--- src/rtl/dds_ddc_center_div_34s_16ns_18s_seq.sv ---
// rtl/dds_ddc_center_div_34s_16ns_18s_seq.sv - radix-2 restoring divider, signed 34b / unsigned 16b -> saturated signed 18b
// Optional feature macro: DDS_DDC_CENTER_DIV_REM_EN (signed remainder output; tied to 0 when undefined)
module dds_ddc_center_div_34s_16ns_18s_seq #(
  parameter int DIVIDEND_W = 34,
  parameter int DIVISOR_W  = 16,
  parameter int QUOT_W     = 18
) (
  input  logic                         clk,
  input  logic                         reset,
  input  logic                         ce,
  input  logic                         in_valid,
  output logic                         in_ready,
  input  logic signed [DIVIDEND_W-1:0] dividend,
  input  logic        [DIVISOR_W-1:0]  divisor,
  output logic                         out_valid,
  input  logic                         out_ready,
  output logic        [QUOT_W-1:0]     quot,
  output logic        [DIVISOR_W:0]    rem,
  output logic                         sat,
  output logic                         dbz
);

  localparam int                    CNT_W       = $clog2(DIVIDEND_W);
  localparam logic [CNT_W-1:0]      CNT_FIRST   = CNT_W'(DIVIDEND_W - 1);
  localparam logic [QUOT_W-1:0]     Q_MAX       = {1'b0, {(QUOT_W-1){1'b1}}};
  localparam logic [QUOT_W-1:0]     Q_MIN       = {1'b1, {(QUOT_W-1){1'b0}}};
  localparam logic [DIVIDEND_W-1:0] MAG_POS_LIM = DIVIDEND_W'(Q_MAX);
  localparam logic [DIVIDEND_W-1:0] MAG_NEG_LIM = DIVIDEND_W'(Q_MIN);

  typedef enum logic [1:0] {S_IDLE = 2'd0, S_CALC = 2'd1, S_DONE = 2'd2} state_t;

  state_t                r_state;
  state_t                w_state_nxt;
  logic [CNT_W-1:0]      r_cnt;
  // Dividend bits shift out of the top while quotient bits shift in at the bottom.
  logic [DIVIDEND_W-1:0] r_shift;
  logic [DIVISOR_W-1:0]  r_part;
  logic [DIVISOR_W-1:0]  r_div;
  logic                  r_neg;
  logic [QUOT_W-1:0]     r_quot;
  logic                  r_sat;
  logic                  r_dbz;

  logic [DIVIDEND_W-1:0] w_abs;
  logic [DIVISOR_W:0]    w_trial;
  logic [DIVISOR_W-1:0]  w_diff;
  logic                  w_ge;
  logic [DIVISOR_W-1:0]  w_part_nxt;
  logic [DIVIDEND_W-1:0] w_q_nxt;
  logic                  w_last;
  logic [QUOT_W-1:0]     w_quot_fin;
  logic                  w_sat_fin;

  // Magnitude of -2^33 is 2^33, which still fits as an unsigned 34-bit value.
  assign w_abs      = dividend[DIVIDEND_W-1] ? (~dividend + 1'b1) : dividend;
  assign w_trial    = {r_part, r_shift[DIVIDEND_W-1]};
  assign w_ge       = (w_trial >= {1'b0, r_div});
  // Partial < divisor before the shift, so a successful subtraction always fits in DIVISOR_W bits.
  assign w_diff     = w_trial[DIVISOR_W-1:0] - r_div;
  assign w_part_nxt = w_ge ? w_diff : w_trial[DIVISOR_W-1:0];
  assign w_q_nxt    = {r_shift[DIVIDEND_W-2:0], w_ge};
  assign w_last     = (r_state == S_CALC) && (r_cnt == '0);

  // Sign application and saturation of the final quotient magnitude.
  always_comb begin
    w_quot_fin = '0;
    w_sat_fin  = 1'b0;
    if (r_dbz) begin
      w_quot_fin = r_neg ? Q_MIN : Q_MAX;
    end else if (!r_neg) begin
      if (w_q_nxt > MAG_POS_LIM) begin
        w_quot_fin = Q_MAX;
        w_sat_fin  = 1'b1;
      end else begin
        w_quot_fin = w_q_nxt[QUOT_W-1:0];
      end
    end else begin
      if (w_q_nxt > MAG_NEG_LIM) begin
        w_quot_fin = Q_MIN;
        w_sat_fin  = 1'b1;
      end else begin
        w_quot_fin = ~w_q_nxt[QUOT_W-1:0] + 1'b1;
      end
    end
  end

  // State register.
  always_ff @(posedge clk or posedge reset) begin
    if (reset) begin
      r_state <= S_IDLE;
    end else if (ce) begin
      r_state <= w_state_nxt;
    end
  end

  // Next-state logic.
  always_comb begin
    w_state_nxt = r_state;
    case (r_state)
      S_IDLE:  if (in_valid)       w_state_nxt = S_CALC;
      S_CALC:  if (r_cnt == '0)    w_state_nxt = S_DONE;
      S_DONE:  if (out_ready)      w_state_nxt = S_IDLE;
      default:                     w_state_nxt = S_IDLE;
    endcase
  end

  // Handshake outputs decoded from the registered state.
  always_comb begin
    in_ready  = (r_state == S_IDLE);
    out_valid = (r_state == S_DONE);
  end

  // Operand capture, shift/subtract iterations and result registers.
  always_ff @(posedge clk or posedge reset) begin
    if (reset) begin
      r_cnt   <= '0;
      r_shift <= '0;
      r_part  <= '0;
      r_div   <= '0;
      r_neg   <= 1'b0;
      r_quot  <= '0;
      r_sat   <= 1'b0;
      r_dbz   <= 1'b0;
    end else if (ce) begin
      case (r_state)
        S_IDLE: begin
          if (in_valid) begin
            r_shift <= w_abs;
            r_part  <= '0;
            r_div   <= divisor;
            r_neg   <= dividend[DIVIDEND_W-1];
            r_dbz   <= (divisor == '0);
            r_cnt   <= CNT_FIRST;
          end
        end
        S_CALC: begin
          r_shift <= w_q_nxt;
          r_part  <= w_part_nxt;
          if (r_cnt != '0) begin
            r_cnt <= r_cnt - 1'b1;
          end
          if (w_last) begin
            r_quot <= w_quot_fin;
            r_sat  <= w_sat_fin;
          end
        end
        default: ;
      endcase
    end
  end

  assign quot = r_quot;
  assign sat  = r_sat;
  assign dbz  = r_dbz;

`ifdef DDS_DDC_CENTER_DIV_REM_EN
  logic [DIVISOR_W:0] r_rem;

  // Remainder takes the dividend's sign; forced to zero on divide-by-zero.
  always_ff @(posedge clk or posedge reset) begin
    if (reset) begin
      r_rem <= '0;
    end else if (ce && w_last) begin
      if (r_dbz) begin
        r_rem <= '0;
      end else if (r_neg) begin
        r_rem <= ~{1'b0, w_part_nxt} + 1'b1;
      end else begin
        r_rem <= {1'b0, w_part_nxt};
      end
    end
  end

  assign rem = r_rem;
`else
  assign rem = '0;
`endif

endmodule

--- config.mk ---
export PLATFORM = sky130hd
export DESIGN_NAME = dds_ddc_center_div_34s_16ns_18s_seq
export DESIGN_NICKNAME = d
export VERILOG_FILES = /design/src/rtl/dds_ddc_center_div_34s_16ns_18s_seq.sv
export SDC_FILE = /design/constraint.sdc
export NUM_CORES = 1
export LEC_CHECK = 0
export ABC_AREA = 1
export ABC_CLOCK_PERIOD_IN_PS = 3300
export BUFFER_PORTS_ARGS = -buffer_cell sky130_fd_sc_hd__buf_4
export CAP_MARGIN = 30
export CORE_ASPECT_RATIO = 1.75
export CORE_UTILIZATION = 60
export CTS_BUF_LIST = sky130_fd_sc_hd__clkbuf_8
export CTS_CLUSTER_DIAMETER = 30
export DETAILED_ROUTE_END_ITERATION = 7
export GPL_ROUTABILITY_DRIVEN = 0
export PLACE_DENSITY = 0.83
export SKIP_LAST_GASP = 1
export SLEW_MARGIN = 20
export SYNTH_ARGS = -nofsm -noshare
export SYNTH_HDL_FRONTEND = slang
export SYNTH_SLANG_ARGS = --single-unit
--- constraint.sdc ---
create_clock -name clk -period 3.3 [get_ports clk]
set_input_delay 0.495 -clock clk [delete_from_list [all_inputs] [get_ports clk]]
set_output_delay 0.495 -clock clk [all_outputs]
set_load 0.03 [all_outputs]
# Word-level counts from Yosys, hierarchy flattened
# Index checks and enable logic that the tools add are counted.
[totals] output_inout_bits=39 latchBits=0 register_bits=95 ramBits=0 word_cells=57 in_bits=55 mem_bits_ro=0 mem_count=0
[op_classes] mul=0 add_sub_neg=4 shifts=0 order_cmp=3 bitwise=2 n_eq_ne=6 reduce_logical=11 n_mux=22 n_div=0
[ops] operator="$mux W18" n=5
[ops] operator="$mux W34" n=2
[ops] operator="$pmux W34 S2" n=1
[ops] operator="$add A34 B1 Y34 const B" n=1
[ops] operator="$gt A34 B17 Y1 const B" n=1
[ops] operator="$gt A34 B18 Y1 const B" n=1
[ops] operator="$not A34 Y34" n=1
[ops] operator="$mux W16" n=2
[ops] operator="$pmux W16 S2" n=1
[ops] operator="$add A18 B1 Y18 const B" n=1
[ops] operator="$not A18 Y18" n=1
[ops] operator="$ge A17 B16 Y1" n=1
[ops] operator="$logic_not A16 Y1" n=1
[ops] operator="$sub A16 B16 Y16" n=1
[ops] operator="$mux W6" n=2
[ops] operator="$pmux W6 S2" n=1
[ops] operator="$reduce_and A3 Y1" n=3
[ops] operator="$reduce_and A4 Y1" n=2
[ops] operator="$logic_not A6 Y1" n=1
[ops] operator="$mux W2" n=3
[ops] operator="$ne A2 B1 Y1 const B" n=3
[ops] operator="$pmux W2 S3" n=1
[ops] operator="$reduce_bool A6 Y1" n=1
[ops] operator="$sub A6 B1 Y6 const B" n=1
[ops] operator="other kinds (7)" n=10

# Logic depth before layout (Yosys ltp)
[logic_depth] ltp_word=6 ltp_mapped=22 mapped_depth_nobuf=22

# Worst setup path before layout
# Ideal clock, no wire load.
[synth_path] path_type="register to register" start="register r_part[11]" end="register r_quot[10] (netlist: quot[10])" path_slack_ps=575 arrival_time_ps=2643 stages_incl_launch_ff=18 period_less_slack_ps=2725 path_buffers=0 setup_time_ps=82 required_time_ps=3218 path_cell_list="dfrtp_1 > ha_1 > a21oi_1 > nand2_1 > nand2_1 > nand2_1 > nor2_2 > nand2_2 > inv_2 > ha_1 > nand4_1 > nor2_2 > nand4_1 > nand2_1 > nand3_2 > nor2_4 > nand3_1 > a31oi_1"
[synth_via] elab_chain_len=6 word_cells_on_any_way=9 cone_classes="1 x add/sub; 3 x order compare; 4 x mux; 1 x bitwise"
[synth_lines] element="start, declared" line="37" text="logic [DIVISOR_W-1:0] r_part;"
[synth_lines] element="start signal, assigned" line="138" text="r_part <= w_part_nxt;"
[synth_lines] element="$ge A17 B16 Y1 (*)" line="57" text="assign w_ge = (w_trial >= {1'b0, r_div});"
[synth_lines] element="branches (longest 3 deep; another with $gt A34 B17 Y1)"
[synth_lines] element="$mux W18 (*)" line="70" text="end else if (!r_neg) begin"
[synth_lines] element="$mux W18 (*)" line="68" text="if (r_dbz) begin"
[synth_lines] element="end signal, assigned" line="143" text="r_quot <= w_quot_fin;"
[synth_lines] element="end, declared" line="40" text="logic [QUOT_W-1:0] r_quot;"
# Every way passes the cells marked *.
# A chain may end at the register's enable or synchronous reset.

# Worst setup path in the final report
[layout_path] start="register r_part[6]" end="register r_quot[7] (netlist: quot[7])"
# The elaborated chain is that of the path after synthesis.

==> results.toml <==
[critical_path]
critPathMaxStageDelay_ns = 0.41
worstPathRequired_ns = 3.59
cp_slowest_cell = "dfrtp_1"
cp_top_family = "simple AND/OR/NAND/NOR gates"
cpMostUsedCell = "nand2_2"
cp_data_arrival_time_ns = 3.45
cp-end-kind = "flop"
worst-path-buf-inv = 2
cp_max_fo = 8
path_class = "reg2reg"
start_kind = "flop"
cp_cell_sequence = "ha_1 > nand2_1 > inv_1 > a21oi_2 > nand3_4 > nand2_2 > nand2_2 > inv_4 > ha_2 > nand4_1 > nor2_2 > nand4_1 > nand2_2 > nand3_4 > nor2_4 > nand3_1 > a21oi_1"

[global_routing]
grt_max_degree = 51
grt_pass1_vias = 6244
antenna_found_initial = 0
grt_pass1_wl_um = 28000
gr-usage-all-layers_pct = 31.5
gr-total-overflow = 0

[layout]
antenna_cells = 0
postLayoutCellArea_um2 = 7550
fin_nets = 1108
syn2layout_area_growth_pct = 13.8
layout-drive-gt1-share_pct = 13.6
utilization_pct = 70.2
fill_cells = 953

[synth]
async_reset_ff_share_pct = 100
synth-edff-count = 0
synthFlopType = "dfrtp_1"
synth-seq-cells = 95
synth_area_leader_cell = "dfrtp_1"
synth_cells = 961
netlist.area_leader.share_pct = 35.8
syn_avg_cell_area_um2 = 6.91
ys_seq_area_share_pct = 35.8
synth_area_leaders = "dfrtp_1 36%, nand2_1 13%, o21ai_0 8.7%, a21oi_1 6.4%, inv_1 6.2%"
yosysUniqueCellTypes = 46
synth_area_um2 = 6640
ys_warn_count = 0

[floorplanning]
die_area_um2 = 11500
io_pins = 94
core_area_um2 = 10800
num_rows = 50
die_y_um = 141
initial_core_util_pct = 61.7
dieWidth_um = 81.5

[detailed_routing]
num_vias = 6593
detail-route-antenna-nets = 0
drt_wl_total_um = 17300
drc = 0
avgViaCountPerCell = 5.66
drtIter0Drc = 353
dr.pass1.iters = 7
wire_per_inst_um = 14.9

[power_and_ir_drop]
p_per_area_nw_per_um2 = 949
leakagePower_nw = 3.66
peakVddDrop_uv = 578
power.total_mw = 7.17

[place]
io_buffer_count = 76
hpwl_um = 13100
pre_cts_slack_ns = 0.164
placed_area_um2 = 7260

[timing]
layout_setup_ws_ns = 0.139
timing.fmax_mhz = 316
slew-limit-headroom_pct = 48.9
drv_slew = 0
finalCriticalPeriod_ns = 3.16
worst_clock_skew_ns = 0.0108
setup_violations = 0
holdWs_ns = 0.0285
hold_viol_final = 0
post-route-period-util_pct = 95.8
tightest_slew_ns = 0.765

[clock_tree]
cts-root-buf = "clkbuf_8"
cts_inserted_buffers = 9
clk_pin_slew_ns = 0.09
insertion_delay_ns = 0.37
postCtsHoldBufs = 0
cts_sinks = 95
htreeDepth = 3
clk_path_buf_depth = 2
cts_tree = "done"

[status]
status = "completed"

[run]
maxCapViolations = 0

[worst_hold_path]
hold_path_class = "in2async"
[Yosys cell counts (2+ instances only)]
cell      number
o21ai_1       11
ha_1          20
o22ai_1        2
nor3_1        13
or2_1          2
buf_1          3
inv_2          9
a21oi_1       85
nand3_1       48
nor4_1         6
xor2_1        13
nand3_2        2
o211ai_1      15
nand3b_1       3
a211oi_1       2
clkbuf_1      19
a21o_1         2
nor2_1        74
nand2_1      238
inv_1        109
buf_2          4
xnor2_1        7
dfrtp_1       95
nor2_4         3
a31oi_1        6
buf_4         18
o21ai_0      116
nor2_2         7
nand4_1       10
o31ai_1        2
o21a_1         2
[per-stage QoR]
| stage | cells | setup TNS, ns |
|---|---|---|
| 4_1_cts | 1159 | 0 |
| 3_5_place_dp | 1146 | 0 |
| 3_3_place_gp | 1146 | 0 |
| 2_1_floorplan | 977 | 0 |
| 5_1_grt | 1164 | -0.0230 |
| 6_report | 1164 | 0 |
[path summary, 6_finish.rpt]
check	end	from	depth (start not counted)	slack (ns)
max	quot[7]$_DFFE_PP0P_	r_part[6]$_DFFE_PP0P_	17	0.14
min reg2reg	r_cnt[3]$_DFFE_PP0P_	r_cnt[3]$_DFFE_PP0P_	1	0.48
max in group asynchronous	r_shift[8]$_DFFE_PP0P_	reset	3	2.79
min	r_div[5]$_DFFE_PP0P_	reset	2	0.03
min in group clk	r_div[7]$_DFFE_PP0P_	divisor[7]	3	0.33
max reg2reg	quot[7]$_DFFE_PP0P_	r_part[6]$_DFFE_PP0P_	17	0.14
[registers in the layout, summed over array words and instances, names as in the netlist]
register and cells:
r_shift 34, r_cnt 6, dbz 1, r_div 16, r_state 2, r_neg 1, sat 1, r_part 16
quot 18
[cells by family (layout without fill, tap and decap cells)]
| kind of cell | count (synthesis) | after routing | synth area share [%] |
|---|---|---|---|
| AOI/OAI and AO/OA | 247 | 247 | 19.9 |
| xor gates and xnor gates | 20 | 20 | 2.64 |
| adders and majority gates | 21 | 21 | 4.07 |
| buffers and inverters | 163 | 220 | 10.4 |
| DFF | 95 | 95 | 35.8 |
| other | 1 | 17 | 0.0565 |
| and+or+nand+nor | 414 | 414 | 27.1 |
[power by group]
group | switching [mW] | internal [mW]
Sequential | 0.422 | 1.71
Combinational | 2.80 | 1.52
Clock | 0.381 | 0.332
[final cells by class]
type	count	area, µm²	share of cell area, %
Timing Repair Buffer	89	693	9.18
Multi-Input combinational cell	719	3710	49.1
Tap cell	130	163	2.15
Clock buffer	9	124	1.64
Clock inverter	4	42.5	0.563
Inverter	118	447	5.91
Sequential cell	95	2380	31.5
[cells in the final DEF (no fill, tap or decap), types with 15 or more instances in the layout]
master / count
nand3_1: 48
dfrtp_1: 95
ha_1: 15
o211ai_1: 15
conb_1: 17
inv_1: 110
o21ai_0: 116
nor2_1: 73
a21oi_1: 83
nand2_1: 236
buf_4: 87
[timing repair]
action,in CTS,in global routing
gates resized for setup,0,13
setup endpoints to repair,0,19
setup buffers,0,4
hold endpoints to repair,0,0
[layer usage]
layer | global-route usage (%) | share of wire (%) | up-vias
li1 | - | - | 3274
met4 | 17.2 | 3.9 | 0
met3 | 5.18 | 4.5 | 60
met2 | 57.6 | 54 | 240
met1 | 32.9 | 37 | 3019
met5 | 0 | 0 | -
No activity file was read; power rests on OpenSTA's default activity.
